--- config.mk ---
export PLATFORM = sky130hd
export DESIGN_NAME = soc_mem_lsu_flat
export DESIGN_NICKNAME = d
export VERILOG_FILES = /design/src/rtl/soc_lsu_pkg.sv /design/src/rtl/soc_mem_lsu_if.sv /design/src/rtl/soc_lsu_align.sv /design/src/rtl/soc_mem_lsu.sv /design/src/flat_wrapper.sv
export SDC_FILE = /design/constraint.sdc
export NUM_CORES = 1
export LEC_CHECK = 0
export BUFFER_PORTS_ARGS = -buffer_cell sky130_fd_sc_hd__buf_4
export CAP_MARGIN = 40
export CELL_PAD_IN_SITES_DETAIL_PLACEMENT = 1
export CELL_PAD_IN_SITES_GLOBAL_PLACEMENT = 2
export CORE_MARGIN = 1.5
export CORE_UTILIZATION = 25
export DETAILED_ROUTE_END_ITERATION = 8
export GPL_ROUTABILITY_DRIVEN = 0
export PLACE_DENSITY = 0.73
export SYNTH_ARGS = -nofsm -noshare
export SYNTH_HDL_FRONTEND = slang
export SYNTH_HIERARCHICAL = 1
export SYNTH_SLANG_ARGS = --single-unit
--- constraint.sdc ---
create_clock -name clk -period 4.4 [get_ports clk]
set_clock_uncertainty 0.2 [all_clocks]
set_input_delay 0.22 -clock clk [delete_from_list [all_inputs] [get_ports clk]]
set_output_delay 0.22 -clock clk [all_outputs]
set_load 0.01 [all_outputs]
--- src/rtl/soc_lsu_pkg.sv ---
// Shared encodings for the load/store unit: access sizes and FSM states.
package soc_lsu_pkg;

    localparam logic [1:0] SZ_BYTE = 2'b00;
    localparam logic [1:0] SZ_HALF = 2'b01;
    localparam logic [1:0] SZ_WORD = 2'b10;
    localparam logic [1:0] SZ_RSVD = 2'b11;

    typedef enum logic [2:0] {
        IDLE,
        RD,
        GAP,
        WR,
        RESP
    } lsu_state_t;

endpackage

--- src/rtl/soc_mem_lsu_if.sv ---
// Memory bus between the load/store unit (master) and the block RAM controller (slave).
// Byte order is big-endian: the byte at mem_addr travels in bits [31:24].
interface soc_mem_lsu_if #(
    parameter int addr_width = 8
);
    logic [addr_width-1:0] mem_addr;
    logic [31:0]           mem_dwrite;
    logic [31:0]           mem_dread;
    logic                  mem_rw;
    logic                  mem_valid;
    logic                  mem_ready;

    modport master (
        output mem_addr,
        output mem_dwrite,
        output mem_rw,
        output mem_valid,
        input  mem_dread,
        input  mem_ready
    );

    modport slave (
        input  mem_addr,
        input  mem_dwrite,
        input  mem_rw,
        input  mem_valid,
        output mem_dread,
        output mem_ready
    );
endinterface

--- src/rtl/soc_lsu_align.sv ---
// Combinational lane logic: sub-word extract/extend for loads and the
// read-modify-write merge for stores. The addressed byte is always rdata[31:24].
module soc_lsu_align
    import soc_lsu_pkg::*;
(
    input  logic [1:0]  size,
    input  logic        sign_ext,
    input  logic [31:0] rdata,
    input  logic [31:0] wdata,
    output logic [31:0] load_data,
    output logic [31:0] merge_data
);

    // Word accesses pass straight through; sub-word ones pick/replace the top lanes.
    always_comb begin
        load_data  = rdata;
        merge_data = wdata;
        case (size)
            SZ_BYTE: begin
                load_data  = {{24{sign_ext & rdata[31]}}, rdata[31:24]};
                merge_data = {wdata[7:0], rdata[23:0]};
            end
            SZ_HALF: begin
                load_data  = {{16{sign_ext & rdata[31]}}, rdata[31:16]};
                merge_data = {wdata[15:0], rdata[15:0]};
            end
            default: begin
                load_data  = rdata;
                merge_data = wdata;
            end
        endcase
    end

endmodule

--- src/rtl/soc_mem_lsu.sv ---
// Load/store unit: turns core byte/half/word requests into one or two bus
// transactions (sub-word stores are read-modify-write) with a ready timeout.
module soc_mem_lsu
    import soc_lsu_pkg::*;
#(
    parameter int addr_width     = 8,
    parameter int timeout_cycles = 255
) (
    input  logic                  clk,
    input  logic                  reset,
    input  logic                  req_valid,
    output logic                  req_ready,
    input  logic                  req_we,
    input  logic [1:0]            req_size,
    input  logic                  req_signed,
    input  logic [addr_width-1:0] req_addr,
    input  logic [31:0]           req_wdata,
    output logic                  rsp_valid,
    output logic [31:0]           rsp_rdata,
    output logic                  rsp_err,
    soc_mem_lsu_if.master         mem
);

    localparam logic [15:0] TIMEOUT = 16'(timeout_cycles);

    lsu_state_t            state_reg;
    logic                  we_reg;
    logic                  signed_reg;
    logic [1:0]            size_reg;
    logic [31:0]           wdata_reg;
    logic                  err_pend_reg;
    logic [15:0]           timer_reg;
    logic                  mem_valid_reg;
    logic                  mem_rw_reg;
    logic [addr_width-1:0] mem_addr_reg;
    logic [31:0]           mem_dwrite_reg;
    logic                  rsp_valid_reg;
    logic                  rsp_err_reg;
    logic [31:0]           rsp_rdata_reg;
    logic [31:0]           load_data;
    logic [31:0]           merge_data;
    logic                  timed_out;

    assign req_ready      = (state_reg == IDLE);
    assign timed_out      = (timer_reg == TIMEOUT);
    assign mem.mem_valid  = mem_valid_reg;
    assign mem.mem_rw     = mem_rw_reg;
    assign mem.mem_addr   = mem_addr_reg;
    assign mem.mem_dwrite = mem_dwrite_reg;
    assign rsp_valid      = rsp_valid_reg;
    assign rsp_err        = rsp_err_reg;
    assign rsp_rdata      = rsp_rdata_reg;

    // Extract/merge works on the live bus data so the result is registered on the completing edge.
    soc_lsu_align u_align (
        .size       (size_reg),
        .sign_ext   (signed_reg),
        .rdata      (mem.mem_dread),
        .wdata      (wdata_reg),
        .load_data  (load_data),
        .merge_data (merge_data)
    );

    // Request FSM, bus drive, ready timer and response registers.
    always_ff @(posedge clk) begin
        if (reset) begin
            state_reg      <= IDLE;
            we_reg         <= 1'b0;
            signed_reg     <= 1'b0;
            size_reg       <= SZ_BYTE;
            wdata_reg      <= '0;
            err_pend_reg   <= 1'b0;
            timer_reg      <= '0;
            mem_valid_reg  <= 1'b0;
            mem_rw_reg     <= 1'b0;
            mem_addr_reg   <= '0;
            mem_dwrite_reg <= '0;
            rsp_valid_reg  <= 1'b0;
            rsp_err_reg    <= 1'b0;
            rsp_rdata_reg  <= '0;
        end else begin
            rsp_valid_reg <= 1'b0;
            rsp_err_reg   <= 1'b0;
            case (state_reg)
                IDLE: begin
                    if (req_valid) begin
                        we_reg       <= req_we;
                        signed_reg   <= req_signed;
                        size_reg     <= req_size;
                        wdata_reg    <= req_wdata;
                        mem_addr_reg <= req_addr;
                        timer_reg    <= '0;
                        if (req_size == SZ_RSVD) begin
                            // No bus traffic; RESP raises the error one cycle later so the
                            // response lands at the same point as a zero-wait transaction.
                            err_pend_reg <= 1'b1;
                            state_reg    <= RESP;
                        end else if (req_we && (req_size == SZ_WORD)) begin
                            mem_valid_reg  <= 1'b1;
                            mem_rw_reg     <= 1'b1;
                            mem_dwrite_reg <= req_wdata;
                            state_reg      <= WR;
                        end else begin
                            mem_valid_reg <= 1'b1;
                            mem_rw_reg    <= 1'b0;
                            state_reg     <= RD;
                        end
                    end
                end
                RD: begin
                    if (mem.mem_ready) begin
                        mem_valid_reg <= 1'b0;
                        if (!we_reg) begin
                            rsp_valid_reg <= 1'b1;
                            rsp_rdata_reg <= load_data;
                            state_reg     <= RESP;
                        end else begin
                            mem_dwrite_reg <= merge_data;
                            state_reg      <= GAP;
                        end
                    end else if (timed_out) begin
                        mem_valid_reg <= 1'b0;
                        rsp_valid_reg <= 1'b1;
                        rsp_err_reg   <= 1'b1;
                        rsp_rdata_reg <= '0;
                        state_reg     <= RESP;
                    end else begin
                        timer_reg <= timer_reg + 16'd1;
                    end
                end
                GAP: begin
                    mem_valid_reg <= 1'b1;
                    mem_rw_reg    <= 1'b1;
                    timer_reg     <= '0;
                    state_reg     <= WR;
                end
                WR: begin
                    if (mem.mem_ready) begin
                        mem_valid_reg <= 1'b0;
                        rsp_valid_reg <= 1'b1;
                        rsp_rdata_reg <= '0;
                        state_reg     <= RESP;
                    end else if (timed_out) begin
                        mem_valid_reg <= 1'b0;
                        rsp_valid_reg <= 1'b1;
                        rsp_err_reg   <= 1'b1;
                        rsp_rdata_reg <= '0;
                        state_reg     <= RESP;
                    end else begin
                        timer_reg <= timer_reg + 16'd1;
                    end
                end
                RESP: begin
                    if (err_pend_reg) begin
                        err_pend_reg  <= 1'b0;
                        rsp_valid_reg <= 1'b1;
                        rsp_err_reg   <= 1'b1;
                        rsp_rdata_reg <= '0;
                    end else begin
                        state_reg <= IDLE;
                    end
                end
                default: begin
                    mem_valid_reg <= 1'b0;
                    state_reg     <= IDLE;
                end
            endcase
        end
    end

endmodule

--- src/flat_wrapper.sv ---
// flat-port wrapper written by rule: the top's interface ports become plain ports
module soc_mem_lsu_flat import soc_lsu_pkg::*;
#(
    parameter int addr_width     = 8,
    parameter int timeout_cycles = 255
)
  (clk, reset, req_valid, req_ready, req_we, req_size, req_signed, req_addr, req_wdata, rsp_valid, rsp_rdata, rsp_err, mem_mem_addr, mem_mem_dwrite, mem_mem_rw, mem_mem_valid, mem_mem_dread, mem_mem_ready);
  soc_mem_lsu_if #(.addr_width(addr_width)) mem_i ();
  input  logic clk;
  input  logic reset;
  input  logic req_valid;
  output logic req_ready;
  input  logic req_we;
  input  logic [1:0] req_size;
  input  logic req_signed;
  input  logic [addr_width-1:0] req_addr;
  input  logic [31:0] req_wdata;
  output logic rsp_valid;
  output logic [31:0] rsp_rdata;
  output logic rsp_err;
  output wire logic [$bits(mem_i.mem_addr)-1:0] mem_mem_addr;
  output wire logic [$bits(mem_i.mem_dwrite)-1:0] mem_mem_dwrite;
  output wire logic [$bits(mem_i.mem_rw)-1:0] mem_mem_rw;
  output wire logic [$bits(mem_i.mem_valid)-1:0] mem_mem_valid;
  input wire logic [$bits(mem_i.mem_dread)-1:0] mem_mem_dread;
  input wire logic [$bits(mem_i.mem_ready)-1:0] mem_mem_ready;
  assign mem_mem_addr = mem_i.mem_addr;
  assign mem_mem_dwrite = mem_i.mem_dwrite;
  assign mem_mem_rw = mem_i.mem_rw;
  assign mem_mem_valid = mem_i.mem_valid;
  assign mem_i.mem_dread = mem_mem_dread;
  assign mem_i.mem_ready = mem_mem_ready;
  soc_mem_lsu #(.addr_width(addr_width), .timeout_cycles(timeout_cycles)) u_core (.clk(clk), .reset(reset), .req_valid(req_valid), .req_ready(req_ready), .req_we(req_we), .req_size(req_size), .req_signed(req_signed), .req_addr(req_addr), .req_wdata(req_wdata), .rsp_valid(rsp_valid), .rsp_rdata(rsp_rdata), .rsp_err(rsp_err), .mem(mem_i));
endmodule
Word-level counts from Yosys, hierarchy flattened

Index checks and enable logic that the tools add are counted.

Bits in registers: 132

Bitwise operators: 2
Equal/unequal tests: 20
Reductions and logical operators: 17
$add $sub $neg: 1
Multiplexer cells: 47

Operator list:

| kind                  | count |
|---|---|
| $mux 32               | 10 |
| $pmux 32 s2           | 3 |
| $pmux 32 s3           | 1 |
| $mux 16               | 3 |
| $pmux 16 s3           | 1 |
| $mux 3                | 7 |
| $add 16x1->16 const B | 1 |
| $eq 16x8->1 const B   | 1 |
| $mux 1                | 15 |
| $pmux 3 s5            | 1 |
| $ne 2x2->1 const B    | 6 |
| $reduce_and 3->1      | 3 |
| $ne 2x1->1 const B    | 4 |
| $reduce_and 4->1      | 2 |
| $eq 3x2->1 const B    | 2 |
| $pmux 1 s2            | 3 |
| $reduce_and 6->1      | 1 |
| $reduce_bool 2->1     | 3 |
| $reduce_bool 3->1     | 2 |
| $eq 2x2->1 const B    | 2 |
| $pmux 1 s4            | 1 |
| $reduce_and 2->1      | 2 |
| $eq 3x1->1 const B    | 1 |
| $eq 3x3->1 const B    | 1 |
| 11 further kinds      | 11 |

Depth between registers and ports, before layout

Gate-level depths: netlist of the first run.

Depth in word-level cells: 6
Mapped depth: 8
Mapped depth without buffers: 5

By module

Netlist of the first run, hierarchy kept.

By module, submodules not included:

| module        | cells an instance | times used | area an instance (µm²) | sequential area each (µm²) |
|---|---|---|---|---|
| soc_mem_lsu   | 618               | 1          | 5,375.2                | 2,642.5 |
| soc_lsu_align | 161               | 1          | 1,182.4                | 0.0 |

Worst setup path before layout of the first run

OpenSTA, ideal clock, no wires.

Kind: reg2reg
Start: register u_core.timer_reg[12]
End: register u_core.rsp_rdata_reg[22], in the netlist u_core/rsp_rdata[22]
Setup slack: 2.360 ns
Stages on the path, launching flop included: 6
Required time: 4.083 ns
Arrival: 1.723 ns
Path through: dfxtp_1 or4_4 nor4_4 o31ai_2 buf_6 a32o_1

Longest elaborated chain between the ends: 4
Elaborated cells between the ends (all ways): 5
Classes of those cells: eq/ne (1); mux (4)

RTL lines:

| what                       | RTL line           | text |
|---|---|---|
| start, declared            | soc_mem_lsu.sv:32  | `logic [15:0] timer_reg;` |
| start signal, assigned     | soc_mem_lsu.sv:128 | `timer_reg <= timer_reg + 16'd1;` |
| start signal, assigned     | soc_mem_lsu.sv:150 | `timer_reg <= timer_reg + 16'd1;` |
| $eq 16x8->1 (*)            | soc_mem_lsu.sv:45  | `assign timed_out = (timer_reg == TIMEOUT);` |
| $mux 32 (*)                | -                  |  |
| $mux 32 (on tied branches) | -                  |  |
| $pmux 32 s3 (*)            | -                  |  |
| end signal, assigned       | soc_mem_lsu.sv:115 | `rsp_rdata_reg <= load_data;` |
| end, declared              | soc_mem_lsu.sv:39  | `logic [31:0] rsp_rdata_reg;` |

Every way passes the cells marked *; elsewhere a longest branch is shown, timed or not.
A chain may end at the register's enable or synchronous reset.

Final worst setup path of the first run

Start: register u_core.timer_reg[8]
End: register u_core.state_reg[0]

Longest elaborated chain between the ends: 4
Elaborated cells between the ends (all ways): 5
Classes of those cells: eq/ne (1); mux (4)

RTL lines:

| what                      | RTL line           | text |
|---|---|---|
| $eq 16x8->1 (*)           | soc_mem_lsu.sv:45  |  |
| $mux 3 (*)                | -                  |  |
| $mux 3 (on tied branches) | -                  |  |
| $pmux 3 s5 (*)            | -                  |  |
| end signal, assigned      | soc_mem_lsu.sv:67  | `state_reg <= IDLE;` |
| end signal, assigned      | soc_mem_lsu.sv:97  | `state_reg <= RESP;` |
| end signal, assigned      | soc_mem_lsu.sv:102 | `state_reg <= WR;` |
| end, declared             | soc_mem_lsu.sv:26  | `lsu_state_t state_reg;` |

Marked as above.

==> run metrics, run 1 <==
run status complete, no violations; post-synthesis mux area share 8.40%; H-tree levels 4; placeable core area 0.0259 mm²; nets in the synthesized netlist 860; portion of the clock cycle consumed by the worst path in the final layout 62.8%; placed wire-length estimate after detailed placement 17.0 mm; data arrival at the endpoint of the critical path 2870 ps; fraction of the mapped netlist area in adder cells 0.191%; min-delay worst type in2reg; DR iter-0 viols 448; xor and xnor fraction of the mapped netlist area 0%; standard-cell rows 59; unrepaired setup endpoints after global routing false; num ports 157; count of inserted antenna diode cells 0; DRC violations left 0; endpoints failing hold 0; setup violators final 0; Total Negative Setup Slacks 0 ps; power density over the cells 370 mW/mm²; vias in the first global route 6607; count of instances resized after the clock tree is built 0; Die Outline Area 0.0272 mm²; antenna violations before repair 0; Synth Area in Simple Gates 19.3%; Port-buffer cells 156; cell breakdown of the critical path or4_4 > nor4_4 > o21a_1 > a311oi_1 > dlygate4sd3_1; Reg clk slew, reported paths 60 ps; fraction of post-synthesis cell area in the top cell type by area 40.3%; Via density 5.00; number of max-cap violations 0; placement-stage worst setup slack 1870 ps; Mapped Area 0.00656 mm²; main combinational cell family by area after synthesis compound AO/OA/AOI/OAI gates; antenna viol nets, final 0; Worst Setup Start Kind flip-flop; pin count of the biggest net entering global routing 74; number of search-and-repair iterations in the first detailed-routing pass 5; global-route congestion overflow total 0; total via count in the routed design 6593; CP Max Fanout 11; post-route setup slack 1640 ps; Clock Sink Count 132; maximum resistive drop on vdd 0.000159 V; number of storage elements in the synthesis netlist 132; combined global-route utilization of all metal layers 18.8%; Netlist cell types 50; dominant register cell in the synthesized netlist sky130_fd_sc_hd__dfxtp_1; clock insertion delay at the later pin of the skew report 430 ps; Syn-to-layout area delta 40.9%; Fmax 362 MHz; floorplan die height 165 µm; share of async-settable or async-resettable flops after synthesis 0%; post-synthesis sequential area ratio 40.3%; kind of end point of the critical path flip-flop; total detailed-routing wirelength 25.5 mm; net count reported at finish 1052; reported leakage power 3.54 nW; leading area contributor after synthesis sky130_fd_sc_hd__dfxtp_1; effective utilization at floorplan 25.3%; final cell count without fillers 1319; wire length per cell after detailed routing 19.3 µm; cell with the most instances after synthesis sky130_fd_sc_hd__nand2_1; clock tree root driver cell sky130_fd_sc_hd__clkbuf_16; commonest cells in the synthesized netlist sky130_fd_sc_hd__nand2_1, sky130_fd_sc_hd__dfxtp_1, sky130_fd_sc_hd__a21oi_1; number of synthesized flops with an enable pin 0; worst slew margin relative to its limit 42.9%; Pins Over Slew Limit 0; maximum number of buffers from clock root to sink 2; synth top area cells sky130_fd_sc_hd__dfxtp_1, sky130_fd_sc_hd__nand2_1, sky130_fd_sc_hd__a21oi_1; global-route wire length before repair 38.7 mm; clock tree from TritonCTS done; type of the worst setup path reg2reg; fraction of layout instances using a drive strength above 1 24.0%; number of CTS-inserted buffers 17; number of synthesis warnings 6; Worst path slowest cell sky130_fd_sc_hd__nor4_4; slew at the pin closest to its max-slew limit 857 ps; Final Critical Period 2760 ps; average cell area after synthesis 8.42 µm²; Hold Worst Slack 30.0 ps; Crit path largest cell delay 620 ps; number of instances in the synthesized netlist 779; Worst Path Required 4510 ps; compound-gate portion of the synthesized area 24.6%; horizontal die dimension 165 µm; Inst Count DP 1212
## what timing repair did
| item | 4_1_cts | 5_1_grt |
|---|---|---|
| endpoints found under the hold margin | 109 | 0 |
| buffers inserted | 0 | 0 |
| hold buffers | 75 | 0 |
| setup endpoints to repair | 0 | 0 |
## report_power, final
part | internal (mW) | switching, mW
logic | 0.281 | 0.348
clock network | 0.858 | 0.597
registers | 1.26 | 0.0735
total | 2.40 | 1.02
## metal layers
| metal | wire [µm] | up-vias | GRT usage [%] |
|---|---|---|---|
| met5 | 0 | - | 0 |
| met4 | 543 | 0 | 6.43 |
| met3 | 1140 | 34 | 3.99 |
| met2 | 11900 | 170 | 29.8 |
| met1 | 11900 | 3187 | 25.2 |
| li1 | - | 3202 | - |
## final cells by class
cell class	instances	area, µm²
tap	335	419
timing repair buffer	247	2090
sequential	132	2650
clock buffer	19	443
multi-input combinational	567	3460
inverter	6	22.5
fill	3052	16700
clock inverter	13	146
## through the flow
step	instance area [µm²]	utilization (%)	power, mW
2_1_floorplan	6560	-	1.68
3_3_place_gp	7820	30.2	1.92
3_5_place_dp	7900	30.5	1.93
4_1_cts	9240	35.6	3.45
5_1_grt	9240	35.6	3.58
6_report	9240	35.6	3.42
## kinds of logic (layout without fill, tap and decap cells)
logic type	count (synthesis)	after routing
fa+ha+maj	1	1
compound gates	248	248
simple gates	271	271
flops	132	132
mux	47	47
buf+inv	80	285
## cells in the final DEF (no fill, tap or decap), drive strengths merged, types with 7 or more instances in the layout
master	synthesis	layout
mux2	16	16
nand2	195	195
nand3	11	11
a311oi	33	33
mux2i	31	31
o21ai	63	63
dfxtp	132	132
clkbuf	45	19
nor2b	11	11
a21oi	96	96
nor4	7	7
or4	9	9
buf	29	172
a32o	33	33
inv	6	11
nand2b	10	10
dlygate4sd3	0	75
## final timing paths
path,start,end,slack (ps),cells past startpoint
setup / recovery,u_core/timer_reg[8],u_core/state_reg[0],1640,5
hold / removal,mem_mem_ready,u_core/timer_reg[1],30,3
setup reg to reg,u_core/timer_reg[8],u_core/state_reg[0],1640,5
hold reg to reg,u_core/mem.mem_addr[7],u_core/mem.mem_addr[7],250,2
## worst max-delay path, delay by kind of cell, from the launching register on
kind,cells,cell delay (ps)
AND/OR/NAND/NOR,2,1200
buffers and inverters,1,560
flip-flops,1,380
AO/OA/AOI/OAI,2,310
(Power assumes the default switching activity.)
==> inputs of run 2 (changes only) <==
==> constraint.sdc (replaced) <==
create_clock -name clk -period 2.9 [get_ports clk]
set_clock_uncertainty 0.2 [all_clocks]
set_input_delay 0.145 -clock clk [delete_from_list [all_inputs] [get_ports clk]]
set_output_delay 0.145 -clock clk [all_outputs]
set_load 0.01 [all_outputs]
==> run 2 against run 1 <==
Sequential power is 50% higher. Highest routed layer unchanged. Maximum frequency up 4.4%. Largest cell class unchanged. Via count up 0.71%. Sequential cell count is the same.
==> run metrics, run 2 (synthesis gave the netlist of run 1 again) <==
run status complete, no violations; fraction of power spent switching nets 30.0%; global-route congestion overflow total 0; H-tree levels 4; wire length per cell after detailed routing 18.6 µm; floorplan die height 165 µm; Total Negative Setup Slacks 0 ps; effective utilization at floorplan 25.3%; global-route wire length before repair 38.5 mm; clock insertion delay at the later pin of the skew report 420 ps; share of power burned in registers 39.4%; antenna viol nets, final 0; instance area at placement 0.00796 mm²; P_int 3.55 mW; count of instances resized after the clock tree is built 0; Final Critical Period 2650 ps; horizontal die dimension 165 µm; number of CTS-inserted buffers 17; final design utilization 36.2%; clock network fraction of design power 40.9%; Worst Path Required 3000 ps; placeable core area 0.0259 mm²; leading cell types in the layout, fill and taps excluded sky130_fd_sc_hd__nand2_1, sky130_fd_sc_hd__buf_4, sky130_fd_sc_hd__dfxtp_1, sky130_fd_sc_hd__a21oi_1, sky130_fd_sc_hd__dlygate4sd3_1; net switching power figure 1.52 mW; total detailed-routing wirelength 25.0 mm; type of the worst setup path reg2reg; data arrival at the endpoint of the critical path 2750 ps; antenna violations before repair 0; Clock Sink Count 132; most common cell after layout, fill and taps aside sky130_fd_sc_hd__nand2_1; Inst Count DP 1222; Fmax 378 MHz; combined global-route utilization of all metal layers 18.5%; Reg clk slew, reported paths 60 ps; reported leakage power 3.63 nW; Tot Pwr 5.07 mW; num ports 157; number of search-and-repair iterations in the first detailed-routing pass 5; maximum number of buffers from clock root to sink 2; Worst Setup Start Kind flip-flop; Die Outline Area 0.0272 mm²; unrepaired setup endpoints after global routing false; pin count of the biggest net entering global routing 62; Filler cells 3012; power density over the cells 542 mW/mm²; DRC violations left 0; total via count in the routed design 6640; Port-buffer cells 156; setup violators final 0; Final Cell Area 0.00937 mm²; vias in the first global route 6713; clock tree from TritonCTS done; net count reported at finish 1072; worst slew margin relative to its limit 46.7%; maximum resistive drop on vdd 0.000363 V; Via density 4.96; final cell count without fillers 1340; Syn-to-layout area delta 42.9%; combinational share of power 19.6%; min-delay worst type in2reg; endpoints failing hold 0; CP Max Fanout 10; Pins Over Slew Limit 0; DR iter-0 viols 396; slew at the pin closest to its max-slew limit 793 ps; placed wire-length estimate after detailed placement 17.1 mm; standard-cell rows 59; number of max-cap violations 0; clock tree root driver cell sky130_fd_sc_hd__clkbuf_16; kind of end point of the critical path flip-flop; portion of the clock cycle consumed by the worst path in the final layout 91.3%; fraction of layout instances using a drive strength above 1 24.5%
-- run 2: per-stage QoR --
stage | setup WS, ps | hold WS (ps)
detailed placement | 618 | 201
floorplan | 860 | 51.7
global placement | 667 | 196
finish | 252 | 34.5
CTS | 252 | 4.47
global route | 70.8 | 26.4
-- run 2: critical path, stage by stage, from the launching register on --
cell	delay, ps
sky130_fd_sc_hd__dfxtp_1	350
sky130_fd_sc_hd__or4_4	570
sky130_fd_sc_hd__nor4_4	370
sky130_fd_sc_hd__buf_4	240
sky130_fd_sc_hd__o21a_1	180
sky130_fd_sc_hd__a311oi_1	60
sky130_fd_sc_hd__dlygate4sd3_1	560
-- run 2: path summary, 6_finish.rpt --
path / start / end / slack, ps / cells past startpoint
worst min register to register: u_core/mem.mem_addr[7] / u_core/mem.mem_addr[7] / 260 / 2
worst min-delay path: mem_mem_dread[0] / u_core/rsp_rdata[0] / 30 / 4
worst max register to register: u_core/timer_reg[12] / u_core/state_reg[0] / 250 / 6
worst max-delay path: u_core/timer_reg[12] / u_core/state_reg[0] / 250 / 6
-- run 2: area by class of cell --
cell class,instances,area (µm²),area share [%]
Antenna cell,1,2.50,0.0267
Multi-Input combinational cell,567,3460,37.0
Timing Repair Buffer,267,2260,24.1
Clock buffer,18,429,4.58
Tap cell,335,419,4.47
Clock inverter,14,125,1.34
Inverter,6,22.5,0.240
Sequential cell,132,2650,28.3
-- run 2: power groups by stage --
stage | clock network, mW | logic (mW) | registers, mW
after floorplan | 0 | 0.535 | 2.02
after global placement | 0 | 0.896 | 2.04
after detailed placement | 0 | 0.903 | 2.04
after CTS | 2.14 | 1.00 | 2.00
after global routing | 2.22 | 1.10 | 2.01
final | 2.08 | 0.997 | 2.00
-- run 2: layer usage --
metal | track usage [%] | vias up | wire length, µm | share of wire, %
li1 | - | 3253 | - | -
met1 | 25.3 | 3231 | 11900 | 47
met2 | 29.4 | 134 | 11800 | 47
met3 | 2.96 | 22 | 982 | 3.9
met4 | 6.39 | 0 | 327 | 1.3
met5 | 0 | - | 0 | 0
-- run 2: timing repair --
action,CTS,global route
setup buffers,0,0
endpoints found under the hold margin,113,0
hold buffers,85,0
setup endpoints to repair,0,0
